### src/rtl/bcd_digit_converter.sv
// Sequential binary-to-BCD converter (shift-and-add-3, one bit per clock).
// Digit outputs are registered and only change when a conversion completes,
// so a downstream display multiplexer never sees partial results.
module bcd_digit_converter #(
    parameter int unsigned BIN_WIDTH = 14
) (
    input  logic                 clock,
    input  logic                 reset,
    input  logic                 start_i,
    input  logic [BIN_WIDTH-1:0] bin_i,
    output logic                 busy_o,
    output logic                 done_o,
    output logic                 overflow_o,
    output logic [3:0]           thousands_o,
    output logic [3:0]           hundreds_o,
    output logic [3:0]           tens_o,
    output logic [3:0]           ones_o
);

    localparam int unsigned      CNT_W    = $clog2(BIN_WIDTH + 1);
    localparam logic [CNT_W-1:0] CNT_LOAD = CNT_W'(BIN_WIDTH);
    localparam logic [CNT_W-1:0] CNT_ONE  = CNT_W'(1);

    typedef enum logic [1:0] {
        IDLE,
        SHIFT,
        DONE
    } state_t;

    state_t               state;
    logic [BIN_WIDTH-1:0] bin_sr;
    logic [15:0]          scratch;
    logic [15:0]          scratch_adj;
    logic [CNT_W-1:0]     bit_cnt;
    logic                 ovf_pending;
    logic                 nibbles_ok;
    logic [31:0]          bin_ext;

    assign bin_ext = 32'(bin_i);

    // Add-3 correction of every scratch nibble >= 5 ahead of the shift;
    // also flags whether every nibble entering the adjust is a legal digit.
    always_comb begin
        scratch_adj = scratch;
        nibbles_ok  = 1'b1;
        for (int unsigned i = 0; i < 4; i++) begin
            if (scratch[4*i +: 4] > 4'd9) begin
                nibbles_ok = 1'b0;
            end
            if (scratch[4*i +: 4] >= 4'd5) begin
                scratch_adj[4*i +: 4] = scratch[4*i +: 4] + 4'd3;
            end
        end
    end

    // Conversion FSM with registered status and digit outputs.
    always_ff @(posedge clock or negedge reset) begin
        if (!reset) begin
            state       <= IDLE;
            bin_sr      <= '0;
            scratch     <= '0;
            bit_cnt     <= '0;
            ovf_pending <= 1'b0;
            busy_o      <= 1'b0;
            done_o      <= 1'b0;
            overflow_o  <= 1'b0;
            thousands_o <= '0;
            hundreds_o  <= '0;
            tens_o      <= '0;
            ones_o      <= '0;
        end else begin
            case (state)
                IDLE: begin
                    done_o <= 1'b0;
                    if (start_i) begin
                        bin_sr      <= bin_i;
                        scratch     <= '0;
                        bit_cnt     <= CNT_LOAD;
                        ovf_pending <= (bin_ext > 32'd9999);
                        busy_o      <= 1'b1;
                        state       <= SHIFT;
                    end
                end
                SHIFT: begin
                    scratch <= {scratch_adj[14:0], bin_sr[BIN_WIDTH-1]};
                    bin_sr  <= bin_sr << 1;
                    bit_cnt <= bit_cnt - CNT_ONE;
                    if (bit_cnt == CNT_ONE) begin
                        state <= DONE;
                    end
                end
                DONE: begin
                    if (ovf_pending) begin
                        thousands_o <= 4'd9;
                        hundreds_o  <= 4'd9;
                        tens_o      <= 4'd9;
                        ones_o      <= 4'd9;
                    end else begin
                        thousands_o <= scratch[15:12];
                        hundreds_o  <= scratch[11:8];
                        tens_o      <= scratch[7:4];
                        ones_o      <= scratch[3:0];
                    end
                    overflow_o <= ovf_pending;
                    done_o     <= 1'b1;
                    busy_o     <= 1'b0;
                    state      <= IDLE;
                end
                default: begin
                    state <= IDLE;
                end
            endcase
        end
    end

    // Every nibble fed into the add-3 step must already be a decimal digit.
    nibble_range: assert property (
        @(posedge clock) disable iff (!reset) (state == SHIFT) |-> nibbles_ok
    );

endmodule

### config.mk
export PLATFORM = sky130hd
export DESIGN_NAME = bcd_digit_converter
export DESIGN_NICKNAME = d
export VERILOG_FILES = /design/src/rtl/bcd_digit_converter.sv
export SDC_FILE = /design/constraint.sdc
export NUM_CORES = 1
export LEC_CHECK = 0
export ABC_AREA = 1
export CORE_ASPECT_RATIO = 0.8
export CORE_UTILIZATION = 40
export CTS_BUF_LIST = sky130_fd_sc_hd__clkbuf_8
export CTS_CLUSTER_DIAMETER = 150
export CTS_CLUSTER_SIZE = 10
export DETAILED_ROUTE_END_ITERATION = 6
export PLACE_DENSITY_LB_ADDON = 0.12
export REMOVE_ABC_BUFFERS = 1
export SYNTH_ARGS = -nofsm -noshare
export SYNTH_HDL_FRONTEND = slang
export SYNTH_SLANG_ARGS = --single-unit
export TNS_END_PERCENT = 5
### constraint.sdc
create_clock -name clock -period 2 [get_ports clock]
set_input_delay 0.4 -clock clock [delete_from_list [all_inputs] [get_ports clock]]
set_output_delay 0.4 -clock clock [all_outputs]
set_load 0.03 [all_outputs]
==> results summary, run 1 <==
The logic depth of the worst register-to-register path is 5. The worst supply voltage drop on vdd is 565 µV. The ratio of total power to cell area is 1590 nW/µm². Setup violations remaining at the end of the flow were counted as 0. The yosys synthesis warning count is 0.

The highest clock rate came out at 0.570 GHz. The insertion delay to the later sink of the worst-skew pair is 0.30 ns. The tree is rooted in a sky130_fd_sc_hd__clkbuf_8. Tracing the worst setup path back leads to its startpoint at done_o.

The launch point of the worst reg-to-reg path is state[0]. The first routing iteration left 111 violations. Relative to the synthesized area, the layout overhead comes to 20.5%. The DRC violation count after routing came out at 0. The slowest stage of the critical path belongs to the cell sky130_fd_sc_hd__clkdlybuf4s50_1. In the layout the commonest cells are sky130_fd_sc_hd__nand2_1, sky130_fd_sc_hd__dfrtp_1, sky130_fd_sc_hd__clkdlybuf4s50_1, sky130_fd_sc_hd__nor2_1, sky130_fd_sc_hd__inv_1. The die covers 7070 µm². In this run the post-CTS setup repair buffer count came out at 0. After clock tree synthesis, the repair step resized 0 gates.

The worst setup path is launched from a register. The final weighted congestion in routability-driven placement came out at 0.809. The sum of routed wire length over all layers is 5670 µm.

The first-pass detailed-route iteration total came out at 4. The total chip power is 5140 µW. The number of nets still failing antenna checks after routing came out at 0. The run finished with clean final reports.

The data arrival at the endpoint of the critical path is 1.36 ns. The via density per instance is 4.91. The final hold slack came out at 0.0409 ns. Across the run, the number of max-cap violations was 0. The largest net degree at the start of global routing came out at 37. The clock input transition at the sequential cells of the worst setup and hold paths is 0.10 ns.

On the worst path, the slowest cell contributes a delay of 0.68 ns. The post-route setup TNS is 0 ns. Port buffering added 35 buffers. Measured on the finished design, the core utilization comes to 50.4%.

For flop-to-flop paths, the worst setup slack is 0.61 ns. The area fraction of the dominant cell type after synthesis is 52.0%. The via count of the first global-routing pass is 2,065. The cell family contributing the most delay on the critical path is buffers and inverters. The analysis attributes to cell leakage a power of 0.00161 µW.

The number of primary I/O pins came out at 36. In this run the worst hold path is classified as in -> async. The HPWL after detailed placement came out at 3970 µm. The total overflow left after global routing is 0. The final-stage net count is 388. The instance count of the mapped netlist came out at 323. The transition at the pin with the smallest max-transition slack is 0.492 ns. The CTS tree is yes.

The standard-cell row count is 26. The category of the worst setup path capture point is an output port. The die boundary height is 75.4 µm. The relative slew slack is 67.2%. The vias after detailed routing came out at 2,191. The antenna diode count came out at 0. Global routing consumed, over all layers together, 18.0% of the routing resources. The class of the most critical setup path is reg -> out. The x dimension of the die is 93.7 µm. The first global-routing pass estimated 9770 µm of wire. The number of slew-limit violations in the final report was 0. Prior to clock tree synthesis, the placed netlist has a worst setup slack of 0.347 ns. The H-tree level count is 2. The setup slack of the critical path after layout came out at 0.244 ns. The TritonCTS sink count came out at 56. The sequential cell area fraction in the yosys report came out at 52.0%. The number of hold violations in the final report came out at 0. The ratio of cells with drive above 1 in the final layout is 6.63%. The initial cell density of the core is 41.8%.

The TritonCTS buffer count came out at 5. The area of the core is 6440 µm². The library cell used most frequently in the layout, excluding fill and tap cells, is sky130_fd_sc_hd__nand2_1. The final critical path time including I/O delays and setup is 1.76 ns. Setup repair after global routing left no endpoint under its margin. The clock skew came out at 0.00490 ns. The detail-routed net length per standard cell is 12.7 µm. At the worst endpoint, the required time is 1.60 ns. The number of antenna violations at the first check in global routing came to 0. The synthesized flop and latch total came out at 56. The biggest area contributor in the post-synthesis netlist is sky130_fd_sc_hd__dfrtp_1.

Traced cell by cell, the critical path runs through clkdlybuf4s50_1. The worst register-to-register path ends at tens_o[1]. Yosys attributes the largest share of cell area to sky130_fd_sc_hd__dfrtp_1, sky130_fd_sc_hd__nand2_1, sky130_fd_sc_hd__nand3_1.

The mean instance size in the synthesized netlist came out at 8.34 µm². The buffer depth of the longest clock path is 2. Of all nets on the critical path, the largest fanout is 2. For this design, the CTS-stage hold fixing added 0 buffers. The number of buffers and inverters on the critical path is 1. Dividing the final minimum period by the clock period gives 87.8%. The total standard cell area after synthesis came out at 2690 µm². The post-synthesis cell type count is 20.
kinds of logic (layout without fill, tap and decap cells):
| logic type | count (synthesis) | in the layout | share of synthesized area [%] |
|---|---|---|---|
| compound gates | 58 | 58 | 11.3 |
| fa+ha+maj | 10 | 10 | 4.65 |
| buf+inv | 41 | 80 | 6.78 |
| flops | 56 | 56 | 52.0 |
| simple gates | 158 | 158 | 25.2 |
flip-flops by register name, indices dropped and copies added (netlist names), 2 cells and up:
name,flops
scratch,16
state,2
bin_sr,14
hundreds_o,4
thousands_o,4
bit_cnt,4
tens_o,4
ones_o,4
stage by stage:
step | area, µm² | std cells
global route | 3240 | 446
detailed placement | 3130 | 438
global placement | 3130 | 438
CTS | 3240 | 446
finish | 3240 | 446
floorplan | 2630 | 314
synthesized netlist by cell type, drive strengths merged:
cell type   n
buf         9
nor3        1
a22oi       1
nand4       8
o21bai      3
nand3      26
a21oi      21
o21ai      33
nor2       32
nand2      91
ha         10
dfrtp      56
inv        32
layer usage:
metal | track usage [%] | up-vias | wire (µm)
li1 | - | 1124 | -
met1 | 25.9 | 1014 | 2860
met2 | 28.5 | 51 | 2500
met3 | 3.39 | 2 | 280
met4 | 4.27 | 0 | 24
met5 | 0 | - | 0
worst max path at each step:
stage,endpoint,slack [ns],cells past startpoint
after floorplan,bin_sr[13],0.68,6
after global placement,scratch[14],0.38,6
after detailed placement,scratch[12],0.35,6
after CTS,done_o,0.23,1
after global routing,done_o,0.19,1
final,done_o,0.24,1
power by group:
part,total [µW],internal [µW],switching (µW)
sequential,1960,1630,329
clock,735,371,364
combinational,2450,924,1520
layout make-up:
class | count | area [µm²]
Tap cell | 84 | 105
Sequential cell | 56 | 1400
Clock inverter | 3 | 42.5
Timing Repair Buffer | 40 | 395
Multi-Input combinational cell | 226 | 1110
Fill cell | 645 | 3200
Clock buffer | 5 | 68.8
Inverter | 32 | 123
(Power assumes the default switching activity.)
==> run 2, diff against run 1 <==
--- a/config.mk
+++ b/config.mk
@@ -7,6 +7,7 @@
 export LEC_CHECK = 0
 export ABC_AREA = 1
 export CORE_ASPECT_RATIO = 0.8
+export CORE_MARGIN = 4
 export CORE_UTILIZATION = 40
 export CTS_BUF_LIST = sky130_fd_sc_hd__clkbuf_8
 export CTS_CLUSTER_DIAMETER = 150
==> run 2 against run 1 <==
Compared with the run above: maximum frequency is 0.22% higher; sequential cell count stayed put; sequential power hardly changed; non-clock buffer count is 1 lower; final cell count is 0.22% lower; die area is 15% higher; clock skew is 0.0077 ns higher; combinational power hardly changed; worst hold slack better by 0.027 ns; register-to-register slack hardly changed; critical endpoint is now thousands_o[2]; largest cell class unchanged; highest routed layer unchanged.
==> results summary, run 2 (synthesis results as in run 1) <==
The data required time at the worst endpoint is 1.60 ns (about the same). Setup repair after global routing missed its margin: false (unchanged). The clock skew came to 0.0126 ns (was 0.00490 ns). Top library cells by usage in the layout, fill and taps aside: sky130_fd_sc_hd__nand2_1, sky130_fd_sc_hd__dfrtp_1, sky130_fd_sc_hd__clkdlybuf4s50_1, sky130_fd_sc_hd__nor2_1, sky130_fd_sc_hd__inv_1 (unchanged).

The pre-CTS worst setup slack is 0.276 ns (was 0.347 ns). The number of buffers and inverters on the critical path is 1 (unchanged). The critical path startpoint category is a register (unchanged). The launch point of the worst reg-to-reg path is scratch[8] (was state[0]). The leakage power total is 0.00161 µW (about the same). The class of the most critical setup path was reg -> out (unchanged).

The count of max-cap constraint violations is 0 (unchanged). The top register by number of flip-flops is scratch (unchanged). The iteration-0 DRC count of the detailed router is 102 (was 111). The insertion delay to the later sink of the worst-skew pair is 0.31 ns (was 0.30 ns). The total routing resource utilization after global routing came to 15.2% (was 18.0%).

The initial cell density of the core is 41.6% (was 41.8%). The final-stage net count came to 387 (was 388). The area of the core is 6470 µm² (was 6440 µm²). The root buffer cell was sky130_fd_sc_hd__clkbuf_8 (unchanged).

Result of the run: completed (unchanged). The worst supply voltage drop on vdd is 574 µV (was 565 µV). The logic depth of the worst register-to-register path came out at 8 (was 5). The family of cells with the greatest summed delay on the critical path is buffers and inverters (unchanged). The worst setup slack for register-to-register paths came out at 0.62 ns (was 0.61 ns). The vias after detailed routing is 2,190 (was 2,191). The H-tree level count is 2 (unchanged). The buffer depth of the longest clock path is 2 (unchanged). The number of primary I/O pins came out at 36 (unchanged). The type of the tightest min-delay check was in -> async (unchanged). Chain of cells forming the critical path: clkdlybuf4s50_1 (unchanged). The relative slew slack came to 74.8% (was 67.2%).

The data arrival at the endpoint of the critical path was 1.35 ns (was 1.36 ns). The flip-flop count of the largest register, all copies and words added is 16 (unchanged). The highest clock rate is 0.571 GHz (was 0.570 GHz).

The post-route setup TNS is 0 ns (unchanged). The post-cts gate resize count is 0 (unchanged). The cell area reported after detailed placement is 3130 µm² (about the same). The final hold slack came out at 0.0683 ns (was 0.0409 ns). The DRC violation count after routing came out at 0 (unchanged).

The placed instance count is 437 (was 438). The via count of the first global-routing pass is 2,006 (was 2,065). The ratio of cells with drive above 1 in the final layout came out at 6.09% (was 6.63%). The post-route clock period utilization is 87.6% (was 87.8%). The endpoint of the lowest-slack register-to-register path is scratch[9] (was tens_o[1]). The transition at the pin with the smallest max-transition slack came out at 0.378 ns (was 0.492 ns).

The port buffer count came to 35 (unchanged). The maximum cell stage delay along the critical path is 0.67 ns (was 0.68 ns). The number of nets still failing antenna checks after routing is 0 (unchanged). The count of cell instances traversed by the critical path came to 1 (unchanged). The final weighted congestion in routability-driven placement was 0.780 (was 0.809). The worst-path cell with the longest stage delay is sky130_fd_sc_hd__clkdlybuf4s50_1 (unchanged).

The die outline area was 8120 µm² (was 7070 µm²). The detail-routed net length per standard cell came out at 12.8 µm (was 12.7 µm). The remaining global-route overflow is 0 (unchanged). The TritonCTS buffer count is 5 (unchanged). The sum of routed wire length over all layers came out at 5700 µm (was 5670 µm).

The via density per instance came out at 4.92 (was 4.91). The number of fill cells came out at 631 (was 645). The number of slew-limit violations in the final report came out at 0 (unchanged). The number of hold violations in the final report is 0 (unchanged).

The setup slack of the critical path after layout is 0.248 ns (was 0.244 ns). The maximum net fanout on the critical path came out at 2 (unchanged). Biggest registers after layout: scratch x16, bin_sr x14 (unchanged). The clock input transition at the sequential cells of the worst setup and hold paths came out at 0.11 ns (was 0.10 ns). The first-pass GRT wire length came out at 9810 µm (was 9770 µm). The x dimension of the die is 99.7 µm (was 93.7 µm).

The number of antenna violations at the first check in global routing came out at 0 (unchanged). The CTS tree is yes (unchanged). The launch point of the worst path is thousands_o[2] (was done_o). The hold buffer count at CTS came out at 0 (unchanged). The standard-cell row count is 26 (unchanged). The end point of the critical path is thousands_o[2] (was done_o). The setup fix buffers added after clock tree synthesis is 0 (unchanged). The ratio of total power to cell area is 1580 nW/µm² (was 1590 nW/µm²). The TritonCTS sink count came out at 56 (unchanged).

The die boundary height was 81.4 µm (was 75.4 µm). The antenna diode count is 0 (unchanged). The design area is 3230 µm² (was 3240 µm²).

The final critical path time including I/O delays and setup is 1.75 ns (was 1.76 ns). The first-pass detailed-route iteration total is 4 (unchanged). The category of the worst setup path capture point is an output port (unchanged). The final instance count without filler cells came out at 445 (was 446). The post-synthesis to final-layout area growth was 20.1% (was 20.5%). The number of failing setup endpoints in the final timing report is 0 (unchanged). The commonest non-fill, non-tap cell in the layout is sky130_fd_sc_hd__nand2_1 (unchanged).

The HPWL after detailed placement is 3910 µm (was 3970 µm). The largest net degree at the start of global routing came to 57 (was 37).
## run 2: final cells by class
type	count	area [µm²]	share of cell area [%]
flip-flops and latches	56	1400	43.3
multi-input cells	226	1110	34.3
repair buffers	39	388	12.0
inverters	32	123	3.79
well taps	84	105	3.25
clock buffers	5	68.8	2.13
clock inverters	3	38.8	1.20
## run 2: per-stage QoR
stage | total power, µW | util, %
CTS | 5180 | 49.9
floorplan | 3660 | -
finish | 5120 | 49.9
detailed placement | 4430 | 48.3
global placement | 4400 | 48.3
global route | 5610 | 49.9
## run 2: worst min-delay path by stage
stage | from | endpoint | slack, ns | depth (start not counted)
CTS | reset | hundreds_o[0] | 0.09 | 2
finish | reset | ones_o[2] | 0.07 | 2
global placement | reset | ones_o[2] | 0.43 | 2
floorplan | reset | bin_sr[0] | 0.10 | 0
global route | reset | hundreds_o[2] | 0.09 | 2
detailed placement | reset | ones_o[2] | 0.43 | 2
## run 2: metal layers
layer | routed length, µm | share of wire (%) | track usage (%) | vias to the layer above
li1 | - | - | - | 1126
met1 | 2900 | 51 | 22.2 | 1001
met2 | 2390 | 42 | 22.7 | 58
met3 | 356 | 6.3 | 3.61 | 5
met4 | 47 | 0.83 | 4.09 | 0
met5 | 0 | 0 | 0 | -
## run 2: where the power goes
| group | internal, µW | switching (µW) | total (µW) |
|---|---|---|---|
| clock | 368 | 369 | 737 |
| combinational | 922 | 1500 | 2430 |
| sequential | 1630 | 328 | 1960 |
| total | 2920 | 2200 | 5120 |
==> run 3, diff against run 2 <==
--- a/config.mk
+++ b/config.mk
@@ -7,7 +7,7 @@
 export LEC_CHECK = 0
 export ABC_AREA = 1
 export CORE_ASPECT_RATIO = 0.8
-export CORE_MARGIN = 4
+export CORE_MARGIN = 1
 export CORE_UTILIZATION = 40
 export CTS_BUF_LIST = sky130_fd_sc_hd__clkbuf_8
 export CTS_CLUSTER_DIAMETER = 150
==> results of run 3 <==
Final layout, timing and power as in run 1 (identical DEF).
